<file path="src/rtl/alu_operand_issue.sv">
// ---------------------------------------------------------------------------
// alu_operand_issue
//
// Buffers operand pairs from a producer in a small FIFO and issues them to an
// ALU through a registered output stage with a valid/ready handshake.
//
// Parameters:
//   DATA_W  width of each operand
//   DEPTH   FIFO entries (power of two, 2..16)
//
// Ports:
//   Clk       clock, all state updates on the rising edge
//   Rst       asynchronous, active-high reset
//   InValid   producer presents a pair (InArgA, InArgB)
//   InArgA    producer operand A
//   InArgB    producer operand B
//   InReady   block accepts a pair this cycle (Count != DEPTH)
//   ArgA      registered operand A to the ALU
//   ArgB      registered operand B to the ALU
//   ArgValid  ArgA/ArgB hold a valid pair
//   ArgReady  ALU consumes the pair this cycle
//   Count     pairs held in the FIFO, output stage excluded
//
// Build option:
//   ALU_ISSUE_BYPASS_EN  when defined, a pair pushed while the FIFO is empty
//                        and the output stage can load goes straight into
//                        ArgA/ArgB (1-cycle latency). Otherwise every pair
//                        passes through the FIFO (2-cycle latency).
//
// Output-stage FSM:
//   state | meaning
//   IDLE  | output stage empty, ArgValid=0, ArgReady ignored
//   HOLD  | ArgA/ArgB hold a pair, ArgValid=1, held until ArgReady
// ---------------------------------------------------------------------------
module alu_operand_issue #(
  parameter int DATA_W = 32,
  parameter int DEPTH  = 4
) (
  input  logic                     Clk,
  input  logic                     Rst,
  input  logic                     InValid,
  input  logic [DATA_W-1:0]        InArgA,
  input  logic [DATA_W-1:0]        InArgB,
  output logic                     InReady,
  output logic [DATA_W-1:0]        ArgA,
  output logic [DATA_W-1:0]        ArgB,
  output logic                     ArgValid,
  input  logic                     ArgReady,
  output logic [$clog2(DEPTH):0]   Count
);

  localparam int PTR_W = $clog2(DEPTH);
  localparam int CNT_W = PTR_W + 1;

  typedef enum logic {
    IDLE = 1'b0,
    HOLD = 1'b1
  } state_t;

  state_t            state;
  logic [DATA_W-1:0] mem_a [DEPTH];
  logic [DATA_W-1:0] mem_b [DEPTH];
  logic [PTR_W-1:0]  wr_ptr;
  logic [PTR_W-1:0]  rd_ptr;
  logic [CNT_W-1:0]  count_q;
  logic [CNT_W-1:0]  count_nxt;

  logic push;
  logic pop;
  logic load_ok;
  logic fifo_empty;
  logic fifo_wr;
  logic bypass;

  // InReady depends only on the registered count, so ArgReady never reaches it.
  assign InReady    = (count_q != CNT_W'(DEPTH));
  assign Count      = count_q;
  assign ArgValid   = (state == HOLD);
  assign fifo_empty = (count_q == '0);

  // Rst gates push so a pair presented during reset is never stored.
  assign push    = InValid && InReady && !Rst;
  // The output stage can take a new pair when empty, or when the ALU is
  // consuming the current one.
  assign load_ok = (state == IDLE) || ArgReady;
  assign pop     = load_ok && !fifo_empty;

`ifdef ALU_ISSUE_BYPASS_EN
  assign bypass = push && fifo_empty && load_ok;
`else
  assign bypass = 1'b0;
`endif

  assign fifo_wr = push && !bypass;

  always_comb begin
    count_nxt = count_q;
    if (fifo_wr && !pop) begin
      count_nxt = count_q + 1'b1;
    end else if (!fifo_wr && pop) begin
      count_nxt = count_q - 1'b1;
    end
  end

  // Storage needs no reset; pointers and count define what is valid.
  always_ff @(posedge Clk) begin
    if (fifo_wr) begin
      mem_a[wr_ptr] <= InArgA;
      mem_b[wr_ptr] <= InArgB;
    end
  end

  // DEPTH is a power of two, so pointers wrap by natural overflow.
  always_ff @(posedge Clk or posedge Rst) begin
    if (Rst) begin
      wr_ptr  <= '0;
      rd_ptr  <= '0;
      count_q <= '0;
    end else begin
      if (fifo_wr) begin
        wr_ptr <= wr_ptr + 1'b1;
      end
      if (pop) begin
        rd_ptr <= rd_ptr + 1'b1;
      end
      count_q <= count_nxt;
    end
  end

  always_ff @(posedge Clk or posedge Rst) begin
    if (Rst) begin
      state <= IDLE;
      ArgA  <= '0;
      ArgB  <= '0;
    end else begin
      case (state)
        IDLE: begin
          if (pop) begin
            ArgA  <= mem_a[rd_ptr];
            ArgB  <= mem_b[rd_ptr];
            state <= HOLD;
          end else if (bypass) begin
            ArgA  <= InArgA;
            ArgB  <= InArgB;
            state <= HOLD;
          end
        end
        HOLD: begin
          if (ArgReady) begin
            if (pop) begin
              ArgA <= mem_a[rd_ptr];
              ArgB <= mem_b[rd_ptr];
            end else if (bypass) begin
              ArgA <= InArgA;
              ArgB <= InArgB;
            end else begin
              state <= IDLE;
            end
          end
        end
        default: state <= IDLE;
      endcase
    end
  end

endmodule

</file>
<file path="config.mk">
export PLATFORM = sky130hd
export DESIGN_NAME = alu_operand_issue
export DESIGN_NICKNAME = d
export VERILOG_FILES = /design/src/rtl/alu_operand_issue.sv
export SDC_FILE = /design/constraint.sdc
export NUM_CORES = 1
export LEC_CHECK = 0
export CAP_MARGIN = 5
export CELL_PAD_IN_SITES_DETAIL_PLACEMENT = 0
export CELL_PAD_IN_SITES_GLOBAL_PLACEMENT = 1
export CORE_ASPECT_RATIO = 1.4
export CORE_UTILIZATION = 49
export DETAILED_ROUTE_END_ITERATION = 7
export GPL_ROUTABILITY_DRIVEN = 0
export PLACE_DENSITY = 0.83
export REMOVE_ABC_BUFFERS = 1
export SYNTH_ARGS = -nofsm -noshare
export SYNTH_HDL_FRONTEND = slang
export SYNTH_SLANG_ARGS = --single-unit
</file>
<file path="constraint.sdc">
create_clock -name Clk -period 3.7 [get_ports Clk]
set_input_delay 0.74 -clock Clk [delete_from_list [all_inputs] [get_ports Clk]]
set_output_delay 0.74 -clock Clk [all_outputs]
set_load 0.1 [all_outputs]
</file>
Word-level counts from Yosys, hierarchy flattened
Memories as Yosys holds them, arrays and structs flattened.
Cells that the tools add are included.
{"block": "op_classes", "n_mux": 13, "reduce_logical": 12, "bitwise": 1, "n_addsub": 4, "n_eq_ne": 2}
{"op": "$mux W32", "n": 4}
{"op": "$pmux W32 S2", "n": 2}
{"op": "$mux W3", "n": 2}
{"op": "$logic_and A1 B1 Y1", "n": 5}
{"op": "$add A2 B1 Y2 const B", "n": 2}
{"op": "$logic_not A1 Y1", "n": 4}
{"op": "$mux W1", "n": 4}
{"op": "$add A3 B1 Y3 const B", "n": 1}
{"op": "$logic_not A3 Y1", "n": 1}
{"op": "$ne A3 B3 Y1 const B", "n": 1}
{"op": "$sub A3 B1 Y3 const B", "n": 1}
{"op": "$ne A2 B2 Y1 const B", "n": 1}
{"op": "$pmux W1 S2", "n": 1}
{"op": "$reduce_bool A2 Y1", "n": 1}
{"op": "$logic_or A1 B1 Y1", "n": 1}
{"op": "$not A1 Y1", "n": 1}
{"block": "word_totals", "reg_bits": 72, "ram_bits": 256, "memories": 2, "in_bits": 68}
{"name": "mem_a", "depth": 4, "width": 32, "rd": 1, "rd_ports_with_merged_regs": 0, "wr": 1, "line": "61", "rtl": "logic [DATA_W-1:0] mem_a [DEPTH];"}
{"name": "mem_b", "depth": 4, "width": 32, "rd": 1, "rd_ports_with_merged_regs": 0, "wr": 1, "line": "62", "rtl": "logic [DATA_W-1:0] mem_b [DEPTH];"}

Depth between registers and ports, before layout
{"block": "logic_depth", "depth_word": 7, "mapped_depth": 10, "ltp_nobuf": 9}

Least setup slack after synthesis
Ideal clock, no wire load.
{"block": "synth_timing", "kind": "register -> register", "startpoint": "register count_q[0], in the netlist Count[0]", "endpoint": "memory mem_a[2][0], enable pin", "path_buffers": 0, "arrival_ns": 3.116, "path_stages_with_launch": 4, "required_ns": 3.271, "period_less_slack_ns": 3.545, "setup_slack_ns": 0.155, "path_cell_list": "dfrtp_1 -> nor2_1 -> a21oi_1 -> and2_1"}
{"block": "synth_via", "elab_chain_cells": 5}
{"element": "start, declared", "line": "65", "rtl": "logic [CNT_W-1:0] count_q;"}
{"element": "start signal, assigned", "line": "126", "rtl": "count_q <= count_nxt;"}
{"element": "$ne A3 B3 Y1", "line": "76", "rtl": "assign InReady = (count_q != CNT_W'(DEPTH));"}
{"element": "$logic_and A1 B1 Y1 (2 in a row)", "line": "82", "rtl": "assign push = InValid && InReady && !Rst;"}
{"element": "named net fifo_wr", "line": "72", "rtl": "logic fifo_wr;"}
{"element": "$mux W1", "line": "107", "rtl": "if (fifo_wr) begin"}
{"element": "$mux W1 (implied by the code)", "line": "108", "rtl": "mem_a[wr_ptr] <= InArgA;"}
{"element": "end, declared", "line": "61"}
The timed path passes the listed nets, and every way through them passes these cells.

Worst setup path in the final report
{"block": "layout_timing", "startpoint": "register count_q[0], in the netlist Count[0]", "endpoint": "output port Count[0]"}
{"element": "end, declared", "line": "49", "rtl": "output logic [$clog2(DEPTH):0] Count"}
No word-level cell between the ends.

==> out/results.ini <==
[drt]
wl_per_cell_um = 22.8
vias_per_cell = 5.50
drc = 0
first_pass_iters = 7
drt_wl_total_mm = 22.8
drt_iter0_drc = 329
vias = 5510
ant_nets = 0

[clock_tree]
cts_made_buffers = 29
cts_setup_buffers = 0
cts.clk_slew.worst_paths_ns = 0.06
cts-root-buf = clkbuf_16
insertion_delay_ns = 0.55
cts-hold-fix-buffers = 0
ctsHtreeMaxLevel = 1
clockBufferDepth = 3
cts_tree = built
cts_resized = 0
clock-sinks = 328

[timing]
rsz0062_at_grt = no
hold_viol = 0
finalMaxSlewViolations = 0
period_share_pct = 79.2
tightestPinTransition_ns = 1.01
slew_headroom_pct = 32.7
skew_ns = 0.0182
fmax_mhz = 341
setup_violations = 0
fin_crit_ns = 2.93

[floorplanning]
die-area_sq_um = 25200
initial_core_util_pct = 50.0
core_area_sq_um = 24100
die_w_um = 134
io_pins = 137
fp-row-count = 67
dieHeight_um = 187

[layout]
num-fill-cells = 1612
drive_above_1_share_pct = 28.7
final_nets = 742
area_delta_synth_final_pct = 23.4
mostFrequentLayoutCells = edfxtp_1, clkdlybuf4s50_1, dfrtp_1, mux2_2, mux4_2
mostFrequentLayoutCell = edfxtp_1
fin_cells = 1002

[synthesis]
synthDistinctLibCells = 20
synth_compound_area_share_pct = 0.0831
synth_seq_area_share_pct = 78.8
synth.avg_cell_area_sq_um = 23.6
synth_top_family_by_area = multiplexers
synthCells = 511
netlist_area_sq_um = 12000
synth-xor-area-share_pct = 0.436
synth.area.mux_share_pct = 18.1
ys_seq_elements = 328
ys.warnings.count = 0
synthAdderAreaFrac_pct = 0.686
synth-simple-area-share_pct = 0.582

[critical_path]
worstSetupEndpointType = output pin
critPathKind = reg -> out
cp_top_family = buffers and inverters
cp.arrival_ns = 2.19
crit_chain = clkdlybuf4s50_1
slowest_stage = clkdlybuf4s50_1
crit_fanout = 5
crit_buf_inv = 1
reg2reg_slack_ns = 1.45
critical_path.max_stage_delay_ns = 1.19
cp.required_ns = 2.96
worstSetupStartpointType = register

[global_route]
grt_pass1_vias = 6034
track_usage_pct = 18.6
grt_pass1_wl_mm = 34.9
grt_max_degree = 66
antenna_found_initial = 2
grt_overflow_total = 0

[placed_design]
dpl.hpwl_mm = 13.8
io_buffers = 136
dp_cells = 947

[status]
outcome = completed

[flow_run]
max_cap_violations = 0

[worst_hold_path]
hold_path_class = reg -> reg

[layout make-up]
type,count,area (sq um),share of cell area (%)
antenna,1,2.50,0.0168
clock buffer,35,768,5.17
clock inverter,19,259,1.74
inverter,6,23.8,0.160
multi-input combinational,156,2420,16.3
sequential,328,9500,63.9
tap,310,388,2.61
timing repair buffer,147,1500,10.1
[per-stage QoR]
step	hold slack [ns]	setup slack [ns]	TNS [ns]	cell area [sq um]	utilization (%)
after floorplan	0.512	-2.00	-89.46	11900	-
after global placement	0.491	0.932	0	13800	57.5
after detailed placement	0.496	0.954	0	13800	57.5
after CTS	0.513	0.743	0	14900	61.8
after global routing	0.524	0.703	0	14900	61.8
final	0.507	0.769	0	14900	61.8
[cells in the mapped netlist (all sizes together)]
cell,count,share of area [%]
xor2,3,0.22
and2,4,0.21
a21oi,2,0.083
dfrtp,72,15
fa,1,0.17
inv,6,0.19
buf,16,0.92
xnor2,3,0.22
nand3b,1,0.062
edfxtp,256,64
nand2,2,0.062
nor2,2,0.062
nand2b,2,0.10
nor3,1,0.083
ha,5,0.52
mux2,66,6.2
clkbuf,5,0.16
mux4,64,12
[path summary, 6_finish.rpt]
check,start,end,cells after the start
max,Count[0]$_DFFE_PP0P_,Count[0],1
min,ArgB[23]$_DFFE_PP0P_,ArgB[23]$_DFFE_PP0P_,1
max reg2reg,rd_ptr[0]$_DFFE_PP0P_,ArgA[26]$_DFFE_PP0P_,3
min reg2reg,ArgB[23]$_DFFE_PP0P_,ArgB[23]$_DFFE_PP0P_,1
max in group asynchronous,Rst,rd_ptr[1]$_DFFE_PP0P_,3
min in group asynchronous,Rst,ArgB[26]$_DFFE_PP0P_,2
[metal layers]
layer	global-route usage [%]	vias up	part of all wire [%]
met5	0	-	0.053
met2	34.4	150	55
met3	2.60	46	4.3
li1	-	2385	-
met4	6.48	2	2.7
met1	21.8	2927	38
[cells by family (layout without fill, tap and decap cells)]
family / Yosys count / after routing
fa+ha+maj: 6 / 6
compound gates: 2 / 2
other cells: 0 / 1
simple gates: 12 / 12
xor+xnor: 6 / 6
flops: 328 / 328
buf+inv: 27 / 207
mux: 130 / 130
[sequential cells by signal, indices dropped and copies added, names as in the netlist]
name	cells
ArgA	32
ArgB	32
ArgValid	1
Count	3
mem_a	128
mem_b	128
rd_ptr	2
wr_ptr	2
Power is not shown: default switching activity piles up to over one toggle a cycle in this logic, so the estimate is an artifact.
